--- src/rtl/pwm_capture.sv ---
// Multi-channel PWM duty-cycle capture: counts synchronized high samples per
// channel over free-running 2^WIDTH-clock windows and publishes saturated duty values.
module pwm_capture #(
  parameter int WIDTH    = 8,
  parameter int CHANNELS = 8
) (
  input  logic                      clk,
  input  logic                      rst,
  input  logic                      enable,
  input  logic [CHANNELS-1:0]       pwm_in,
  output logic [CHANNELS*WIDTH-1:0] duty,
  output logic                      frame_valid,
  output logic [CHANNELS-1:0]       changed
);

  typedef enum logic {
    IDLE,
    COUNT
  } state_t;

  localparam logic [WIDTH-1:0] FRAME_LAST = '1;
  localparam logic [WIDTH:0]   DUTY_MAX   = {1'b0, {WIDTH{1'b1}}};

  state_t              state;
  logic [CHANNELS-1:0] sync1;
  logic [CHANNELS-1:0] sync2;
  logic [WIDTH-1:0]    frame_cnt;
  logic [WIDTH:0]      high_cnt [CHANNELS];
  logic [WIDTH:0]      total    [CHANNELS];
  logic [WIDTH-1:0]    new_duty [CHANNELS];

  // NOTE: every always_comb output is assigned on every path (here, every loop
  // iteration unconditionally), so no latch can be inferred.
  always_comb begin
    for (int i = 0; i < CHANNELS; i++) begin
      total[i]    = high_cnt[i] + {{WIDTH{1'b0}}, sync2[i]};
      // A channel high for the whole window counts 2^WIDTH, which saturates.
      new_duty[i] = (total[i] > DUTY_MAX) ? FRAME_LAST : total[i][WIDTH-1:0];
    end
  end

  // NOTE: all state here is sequential, so only non-blocking assignments are
  // used; mixing in blocking ones would create simulation/synthesis races.
  always_ff @(posedge clk) begin
    if (rst) begin
      sync1       <= '0;
      sync2       <= '0;
      state       <= IDLE;
      frame_cnt   <= '0;
      duty        <= '0;
      changed     <= '0;
      frame_valid <= 1'b0;
      // NOTE: high_cnt is a small flop array, not a RAM macro, so it can and
      // must be cleared element by element on reset.
      for (int i = 0; i < CHANNELS; i++) high_cnt[i] <= '0;
    end else begin
      sync1       <= pwm_in;
      sync2       <= sync1;
      frame_valid <= 1'b0;
      case (state)
        IDLE: begin
          frame_cnt <= '0;
          for (int i = 0; i < CHANNELS; i++) high_cnt[i] <= '0;
          if (enable) state <= COUNT;
        end
        COUNT: begin
          if (!enable) begin
            // Dropping enable discards the partial window; duty/changed hold.
            state     <= IDLE;
            frame_cnt <= '0;
            for (int i = 0; i < CHANNELS; i++) high_cnt[i] <= '0;
          end else begin
            frame_cnt <= frame_cnt + 1'b1;
            if (frame_cnt == FRAME_LAST) begin
              frame_valid <= 1'b1;
              for (int i = 0; i < CHANNELS; i++) begin
                duty[i*WIDTH +: WIDTH] <= new_duty[i];
                changed[i]             <= (new_duty[i] != duty[i*WIDTH +: WIDTH]);
                high_cnt[i]            <= '0;
              end
            end else begin
              for (int i = 0; i < CHANNELS; i++) high_cnt[i] <= total[i];
            end
          end
        end
        default: state <= IDLE;
      endcase
    end
  end

endmodule

--- config.mk ---
export PLATFORM = sky130hd
export DESIGN_NAME = pwm_capture
export DESIGN_NICKNAME = d
export VERILOG_FILES = /design/src/rtl/pwm_capture.sv
export SDC_FILE = /design/constraint.sdc
export NUM_CORES = 1
export LEC_CHECK = 0
export CORE_MARGIN = 10
export CORE_UTILIZATION = 54
export DETAILED_ROUTE_END_ITERATION = 6
export MAX_ROUTING_LAYER = met4
export PLACE_DENSITY = 0.82
export SETUP_SLACK_MARGIN = 0.4
export SYNTH_ARGS = -nofsm -noshare
export SYNTH_HDL_FRONTEND = slang
export SYNTH_SLANG_ARGS = --single-unit
--- constraint.sdc ---
create_clock -name clk -period 3.1 [get_ports clk]
set_input_delay 0.775 -clock clk [delete_from_list [all_inputs] [get_ports clk]]
set_output_delay 0.775 -clock clk [all_outputs]
set_load 0.05 [all_outputs]
Word level (Yosys, flattened, before mapping). Memories as Yosys holds them, arrays and structs flattened. Cells that the tools add are included.

$add $sub $neg: 9. $lt $le $gt $ge: 8. Equal/unequal tests: 9. Muxes and demuxes: 62. Bitwise logic cells: 33. Reductions and logical operators: 1.

Operators by type and width (number): 9-bit two-way mux (32); 9-bit by 1-bit adder with 9-bit output (8); 9-bit by 8-bit greater-than comparator with 1-bit output (second input constant) (8); 8-bit two-way mux (9); 8-bit inequality test (8); 1-bit bitwise OR (32); 1-bit two-way mux (20); 8-bit case mux with 2 select lines (1); 8-bit by 1-bit adder with 8-bit output (second input constant) (1); 8-bit == test (second input constant) (1); 3-bit AND reduction (1); 1-bit inverter (1).

Bits in registers: 98. RAM bits: 72. Output and inout bits: 73. Logic and storage cells: 130. Memories kept: 1.

Memory list: high_cnt (depth 8, bits a word 9, read ports 8, clocked after memory_dff 0, write ports 8, line 28) `logic [WIDTH:0] high_cnt [CHANNELS];`.

Depth between registers and ports, before layout. Gate-level depths: netlist of run 1.

Word-level depth: 8. Mapped depth: 9. Gate-level depth less buffers: 8.

Worst setup path before layout of run 1. No wires, ideal clock.

Path kind: flip-flop to flip-flop. Start: memory high_cnt[0][27] in the netlist's numbering. End: register changed[3]. Setup time: 134 ps. Arrival: 2159 ps. Data required time: 2966 ps. Slack: 807 ps. Cell stages (with the launch flop): 10. Buffers on the path: 1. Period minus slack after synthesis: 2293 ps. Cell sequence: edfxtp_1 ha_1 ha_1 and4_1 buf_6 and3_4 or2_4 a221o_1 a2111oi_2 a211oi_1.

RTL lines: start: declaration (line 28); end signal: indexed assignment (line 78) `changed[i] <= (new_duty[i] != duty[i*WIDTH +: WIDTH]);`; end: declaration (line 13) `output logic [CHANNELS-1:0] changed`.

Worst setup path in the final report of run 1.
Start: register duty[61]. End: output port duty[61].

RTL lines: start: declaration (line 11) `output logic [CHANNELS*WIDTH-1:0] duty,`; start signal: indexed assignment (line 77) `duty[i*WIDTH +: WIDTH] <= new_duty[i];`.

No word-level cell between the ends.

==> results of run 1 <==
[stage by stage]
stage / instance area, um2 / total power, mW / instances / util
4_1_cts: 10300 / 4.67 / 1243 / 0.670
3_5_place_dp: 9630 / 2.48 / 1212 / 0.629
2_1_floorplan: 8590 / 2.44 / 946 / -
3_3_place_gp: 9630 / 2.48 / 1212 / 0.629
5_1_grt: 10300 / 4.81 / 1244 / 0.670
6_report: 10300 / 4.65 / 1244 / 0.670
[final timing paths]
kind | cells past startpoint | to
max | 1 | duty[61]
min | 1 | sync2[6]$_SDFF_PP0_
max reg2reg | 8 | changed[7]$_SDFFE_PP0P_
min reg2reg | 1 | sync2[6]$_SDFF_PP0_
[cell usage in the layout (no fill, tap or decap), types with 6 or more instances in the layout]
cell | synthesis | final
nor2_1 | 155 | 154
o21a_1 | 9 | 9
o211ai_1 | 6 | 6
inv_1 | 9 | 9
o21ai_0 | 13 | 13
conb_1 | 1 | 27
a21oi_1 | 24 | 24
nor2b_1 | 23 | 23
buf_4 | 0 | 13
clkbuf_16 | 0 | 22
a311oi_1 | 39 | 39
and2_1 | 20 | 20
ha_1 | 24 | 24
o21bai_1 | 7 | 7
and3_1 | 22 | 21
clkdlybuf4s50_1 | 0 | 82
nand3_1 | 38 | 37
xor2_1 | 34 | 34
dfxtp_1 | 143 | 143
nor3_1 | 35 | 35
nand2_1 | 48 | 48
a31oi_1 | 10 | 10
a211oi_1 | 10 | 10
edfxtp_1 | 27 | 27
xnor2_1 | 54 | 54
nand4_1 | 12 | 12
nor3b_1 | 11 | 11
[power groups by stage]
| stage | logic (mW) | clock network [mW] | registers (mW) |
|---|---|---|---|
| after detailed placement | 0.143 | 0 | 2.34 |
| after global placement | 0.142 | 0 | 2.33 |
| after CTS | 0.145 | 2.24 | 2.29 |
| after global routing | 0.164 | 2.36 | 2.29 |
| final | 0.146 | 2.22 | 2.29 |
| after floorplan | 0.106 | 0 | 2.33 |
[per-layer routing]
layer	vias to the layer above	global-route usage	wire length, um
met3	19	0.0478	1100
met4	0	0.0576	204
met2	197	0.304	9660
met1	3496	0.236	8890
li1	3530	-	-
met5	-	-	0
[what timing repair did]
action	4_1_cts	5_1_grt
hold endpoints to repair	0	0
endpoints found under the setup margin	0	1
gates resized for setup	0	1
setup buffers	0	0
[layout make-up]
| type | instances | area (um2) | share of cell area |
|---|---|---|---|
| Clock buffer | 24 | 558 | 0.0544 |
| Antenna cell | 1 | 2.50 | 0.000244 |
| Sequential cell | 170 | 3670 | 0.358 |
| Multi-Input combinational cell | 726 | 4720 | 0.460 |
| Tap cell | 211 | 264 | 0.0257 |
| Clock inverter | 7 | 71.3 | 0.00695 |
| Timing Repair Buffer | 96 | 938 | 0.0915 |
| Inverter | 9 | 33.8 | 0.00329 |
[cells by family (layout without fill, tap and decap cells)]
logic type | count (synthesis) | count (layout)
adders and majority gates | 24 | 24
buffers and inverters | 50 | 136
other | 1 | 28
muxes | 1 | 1
and+or+nand+nor | 410 | 410
xor gates and xnor gates | 93 | 93
AOI/OAI and AO/OA | 171 | 171
DFF | 170 | 170
[state kept, by name, indices dropped and copies added (netlist names)]
name,cells
high_cnt,72
sync1,8
changed,8
duty,64
state,1
frame_valid,1
sync2,8
frame_cnt,8
==> metrics, run 1 <==
Hold Crit Start=sync1[6]$_SDFF_PP0_; clk slew on worst S/H paths=0.06 ns; global-route wire length before repair=33600 um; gr ovfl total=0; register area share after synthesis=0.432; largest family of logic cells by synthesized area=simple AND/OR/NAND/NOR gates; hold buffer count at cts=0; RSZ-0062 raised after global routing=no; worst endpoint data arrival time=1.79 ns; mapped cell area=0.00849 mm2; final setup margin=0.535 ns; die height=145 um; starting density of the core=0.555; setup TNS=0 ns; DRT Pass-1 Iters=5; Die X=145 um; clock sinks=170; slew at the pin closest to its max-slew limit=0.974 ns; gr usage total=0.191; fin. max-slew vios=0; row count=45; PwrDens=453 mW/mm2; Ys Warns=0; Peak VDD IR=406 uV; initial antenna violation count=1; clock power share=0.477; Core ar.=0.0153 mm2; Synth Area per Inst=9.23 um2; Synth Area in Compound Gates=0.154; min Tclk post-route=2.57 ns; Final Hold Fails=0; WS Path Type=register to output pin; Reg power frac=0.492; crit share post-route=0.827; routed wire length=19800 um; post-synth top area share=0.337; Combinational Power Share=0.032; antenna violation net count after detailed routing=0; synth top area cells=dfxtp_1, edfxtp_1, nor2_1; P_sw=0.979 mW; worst-path cell chain=clkdlybuf4s50_1; Slew headroom=0.346; worst reg2reg setup slack=0.58 ns; CP Buf/Inv Count=1; synthesis-to-layout area growth=20.8%; Post-synth EDFFs=27; Sw Ratio=0.211; Yosys top cell by area=dfxtp_1; dpl hpwl=13400 um; H-tree levels=4; outcome=finished, final reports clean; clock buffer depth=2; Setup Skew=0.0116 ns; most common cell in the netlist=nor2_1; Post-Synth Adder-Cell Area=0.0354; max_cap viols=0; worst r2r src=sync2[7]$_SDFF_PP0_; initial drt markers=481; CP Capture Type=output pin; Yosys cell types=78; Peak Freq=390 MHz; post-synthesis xor/xnor area fraction=0.104; Worst path max stage delay=0.91 ns; vias per cell=5.82; number of global-route vias before repair=6917; WHS=0.447 ns; mux share of post-synthesis cell area=0.00133; Top delay family on crit path=buffers and inverters; cell count after synthesis=920; Yosys reg bits=170; Lkg Pwr=3.60 nW; Top FF cell, synth=dfxtp_1; DIE AREA=0.0211 mm2; HP Class=register to register; DRC viols=0; Setup-failing EPs final=0; FFs w/ async S/R, synth=0; layout cells sized above 1=0.0678; CP max FO=8; IO Port Bufs=83; IO Pins=84; Critical Path Source=duty[61]$_SDFFE_PP0P_; Worst-Skew Late Latency=0.43 ns; CTS tree=done; Fill cells=1270; CP required=2.32 ns; NumNets Final=1055; leading cell types by count after synthesis=nor2_1, dfxtp_1, xnor2_1; largest net degree at the start of global routing=68; Via Count=7242; Synth Area in Simple Gates=0.247; Root Buffer=clkbuf_16; Routed WL per cell=16.0 um; element type at the critical path start=register; total CTS buffers=17; P_int=3.67 mW; GP Congestion=0.850; Place WS=0.585 ns; Slowest-stage cell, CP=clkdlybuf4s50_1
Note: power is estimated with default switching activity, not from simulation.
==> run 2, diff against run 1 <==
- CORE_UTILIZATION: 54 -> 52
- PLACE_DENSITY: 0.82 -> 0.83
- clock period: 3.1 -> 2.2 ns (I/O delays scaled with it)
==> metrics, run 2 (same netlist as run 1, synthesis figures left out) <==
slew at the pin closest to its max-slew limit=0.539 ns (-0.435 ns); crit share post-route=0.985; Setup Skew=0.0225 ns (+0.0109 ns); area occupied by multi-input gates=0.00609 mm2 (+29%); GP Congestion=0.859 (+0.98%); layout cells sized above 1=0.406 (+0.338); total CTS buffers=17 (unchanged); vias per cell=6.14 (+5.4%); final instance area=0.0127 mm2 (+23%); fin. max-slew vios=0 (unchanged); Final Hold Fails=0 (unchanged); H-tree levels=4 (unchanged); HP Class=primary input to register; DRC viols=0 (unchanged); Sw Ratio=0.220 (+0.00894); outcome=finished, final reports clean; Worst-Skew Late Latency=0.45 ns (+0.02 ns); Sequential Area=0.00372 mm2 (+1.3%); Die X=148 um (+1.6%); WS Path Type=register to register; final setup margin=0.0332 ns (-0.502 ns); P_sw=1.50 mW (+53%); Largest regs=high_cnt x72, duty x64; global-route wire length before repair=38700 um (+15%); NumNets Final=1158 (+9.8%); gr ovfl total=0 (unchanged); IO Port Bufs=83 (unchanged); max reg flops=72 (unchanged); DIE AREA=0.0218 mm2 (+3.3%); Slew headroom=0.638 (+0.292); DRT Pass-1 Iters=4 (-1); largest net degree at the start of global routing=89 (+31%); antenna cell count=0 (-1); starting density of the core=0.533 (-0.0219); gr usage total=0.221 (+0.0298); Final Core Density=0.794 (+0.124); dpl hpwl=13900 um (+4.1%); CTS tree=done; CP max FO=4 (-4); Routed WL per cell=21.3 um (+33%); Lkg Pwr=4.68 nW (+30%); max_cap viols=0 (unchanged); P_int=5.32 mW (+45%); clk slew on worst S/H paths=0.06 ns (about the same); dpl cell area=0.00994 mm2 (+3.3%); clock sinks=170 (unchanged); Root Buffer=clkbuf_16; Combinational Power Share=0.044 (+0.012); row count=46 (+2.2%); element type at the critical path start=register; number of global-route vias before repair=7641 (+10%); initial drt markers=548 (+14%); routed wire length=28800 um (+45%); Power, Total=6.82 mW (+47%); CP Capture Type=register; synthesis-to-layout area growth=49.1%; CP required=2.51 ns (+0.19 ns); clock buffer depth=2 (unchanged); Peak VDD IR=553 uV (+36%); antenna violation net count after detailed routing=0 (unchanged); Fill cells=883 (-30%); IO Pins=84 (unchanged); RSZ-0062 raised after global routing=yes; Peak Freq=462 MHz; largest register by flop count=high_cnt; Place WS=-0.0338 ns (-0.618 ns); Via Count=8296 (+15%); initial antenna violation count=0 (-1); worst endpoint data arrival time=2.47 ns (+0.68 ns); Setup-failing EPs final=0 (unchanged); min Tclk post-route=2.17 ns; hold buffer count at cts=0 (unchanged); commonest non-fill, non-tap cells in the layout=nor2_1, dfxtp_1, buf_4; die height=148 um (+1.6%); Reg power frac=0.474 (-0.018); Core ar.=0.0159 mm2 (+4.1%); PwrDens=538 mW/mm2 (+19%); clock power share=0.483 (+0.006)
run 2: cell types whose count changed in the layout (fill, tap and decap cells not counted), sizes merged, moves of 3 or more:
cell,before,now
buf,14,161
clkdlybuf4s50,82,8
clkdlybuf4s15,0,17
bufinv,1,5
clkbuf,24,27
clkinv,3,6
run 2: power by group through the flow:
stage	Sequential, mW	Clock (mW)	Combinational (mW)
after global placement	3.29	0	0.225
after global routing	3.23	3.41	0.318
after floorplan	3.29	0	0.157
after CTS	3.23	3.27	0.253
after detailed placement	3.29	0	0.228
final	3.23	3.29	0.297
run 2: per-stage QoR:
stage	std cells	hold WS (ns)	setup TNS (ns)
after CTS	1310	0.364	0
after detailed placement	1241	0.426	-0.0428
final	1352	0.344	0
after global placement	1241	0.420	0
after floorplan	946	0.413	-0.0399
after global routing	1352	0.328	-0.118
run 2: layout make-up:
type,instances,share of cell area
Timing Repair Buffer,198,0.151
Inverter,9,0.00267
Clock buffer,18,0.0339
Multi-Input combinational cell,727,0.481
Clock inverter,14,0.0159
Tap cell,216,0.0213
Sequential cell,170,0.294
run 2: critical path: stages (launching register included):
cell,delay [ns]
dfxtp_4,0.36
buf_4,0.13
ha_1,0.18
and3_1,0.23
nand3_1,0.11
xor2_1,0.43
o221ai_1,0.25
a211oi_2,0.25
a31oi_1,0.11
run 2: worst paths after layout:
check	start	endpoint	slack, ns	cells past startpoint
setup / recovery	sync2[6]$_SDFF_PP0_	changed[6]$_SDFFE_PP0P_	0.03	8
hold / removal	rst	state$_SDFF_PP0_	0.34	2
setup reg to reg	sync2[6]$_SDFF_PP0_	changed[6]$_SDFFE_PP0P_	0.03	8
hold reg to reg	sync1[4]$_SDFF_PP0_	sync2[4]$_SDFF_PP0_	0.44	1
run 2: routing by layer:
metal  vias up  GRT usage  wire length, um
li1       3731          -                -
met1      4027      0.252            11000
met2       423      0.368            14700
met3       115     0.0366             1840
met4         0      0.116             1240
met5         -          -                0
run 2: what timing repair did:
item                       CTS  global route
gates resized for setup    331           283
gates cloned                 4             7
pin swaps                   46            85
setup endpoints to repair  133           108
buffers inserted            33            35
==> run 3, diff against run 2 <==
- CTS_CLUSTER_DIAMETER: default -> 30
==> results of run 3 <==
The final DEF is identical to that of run 2; final timing and power are the same.
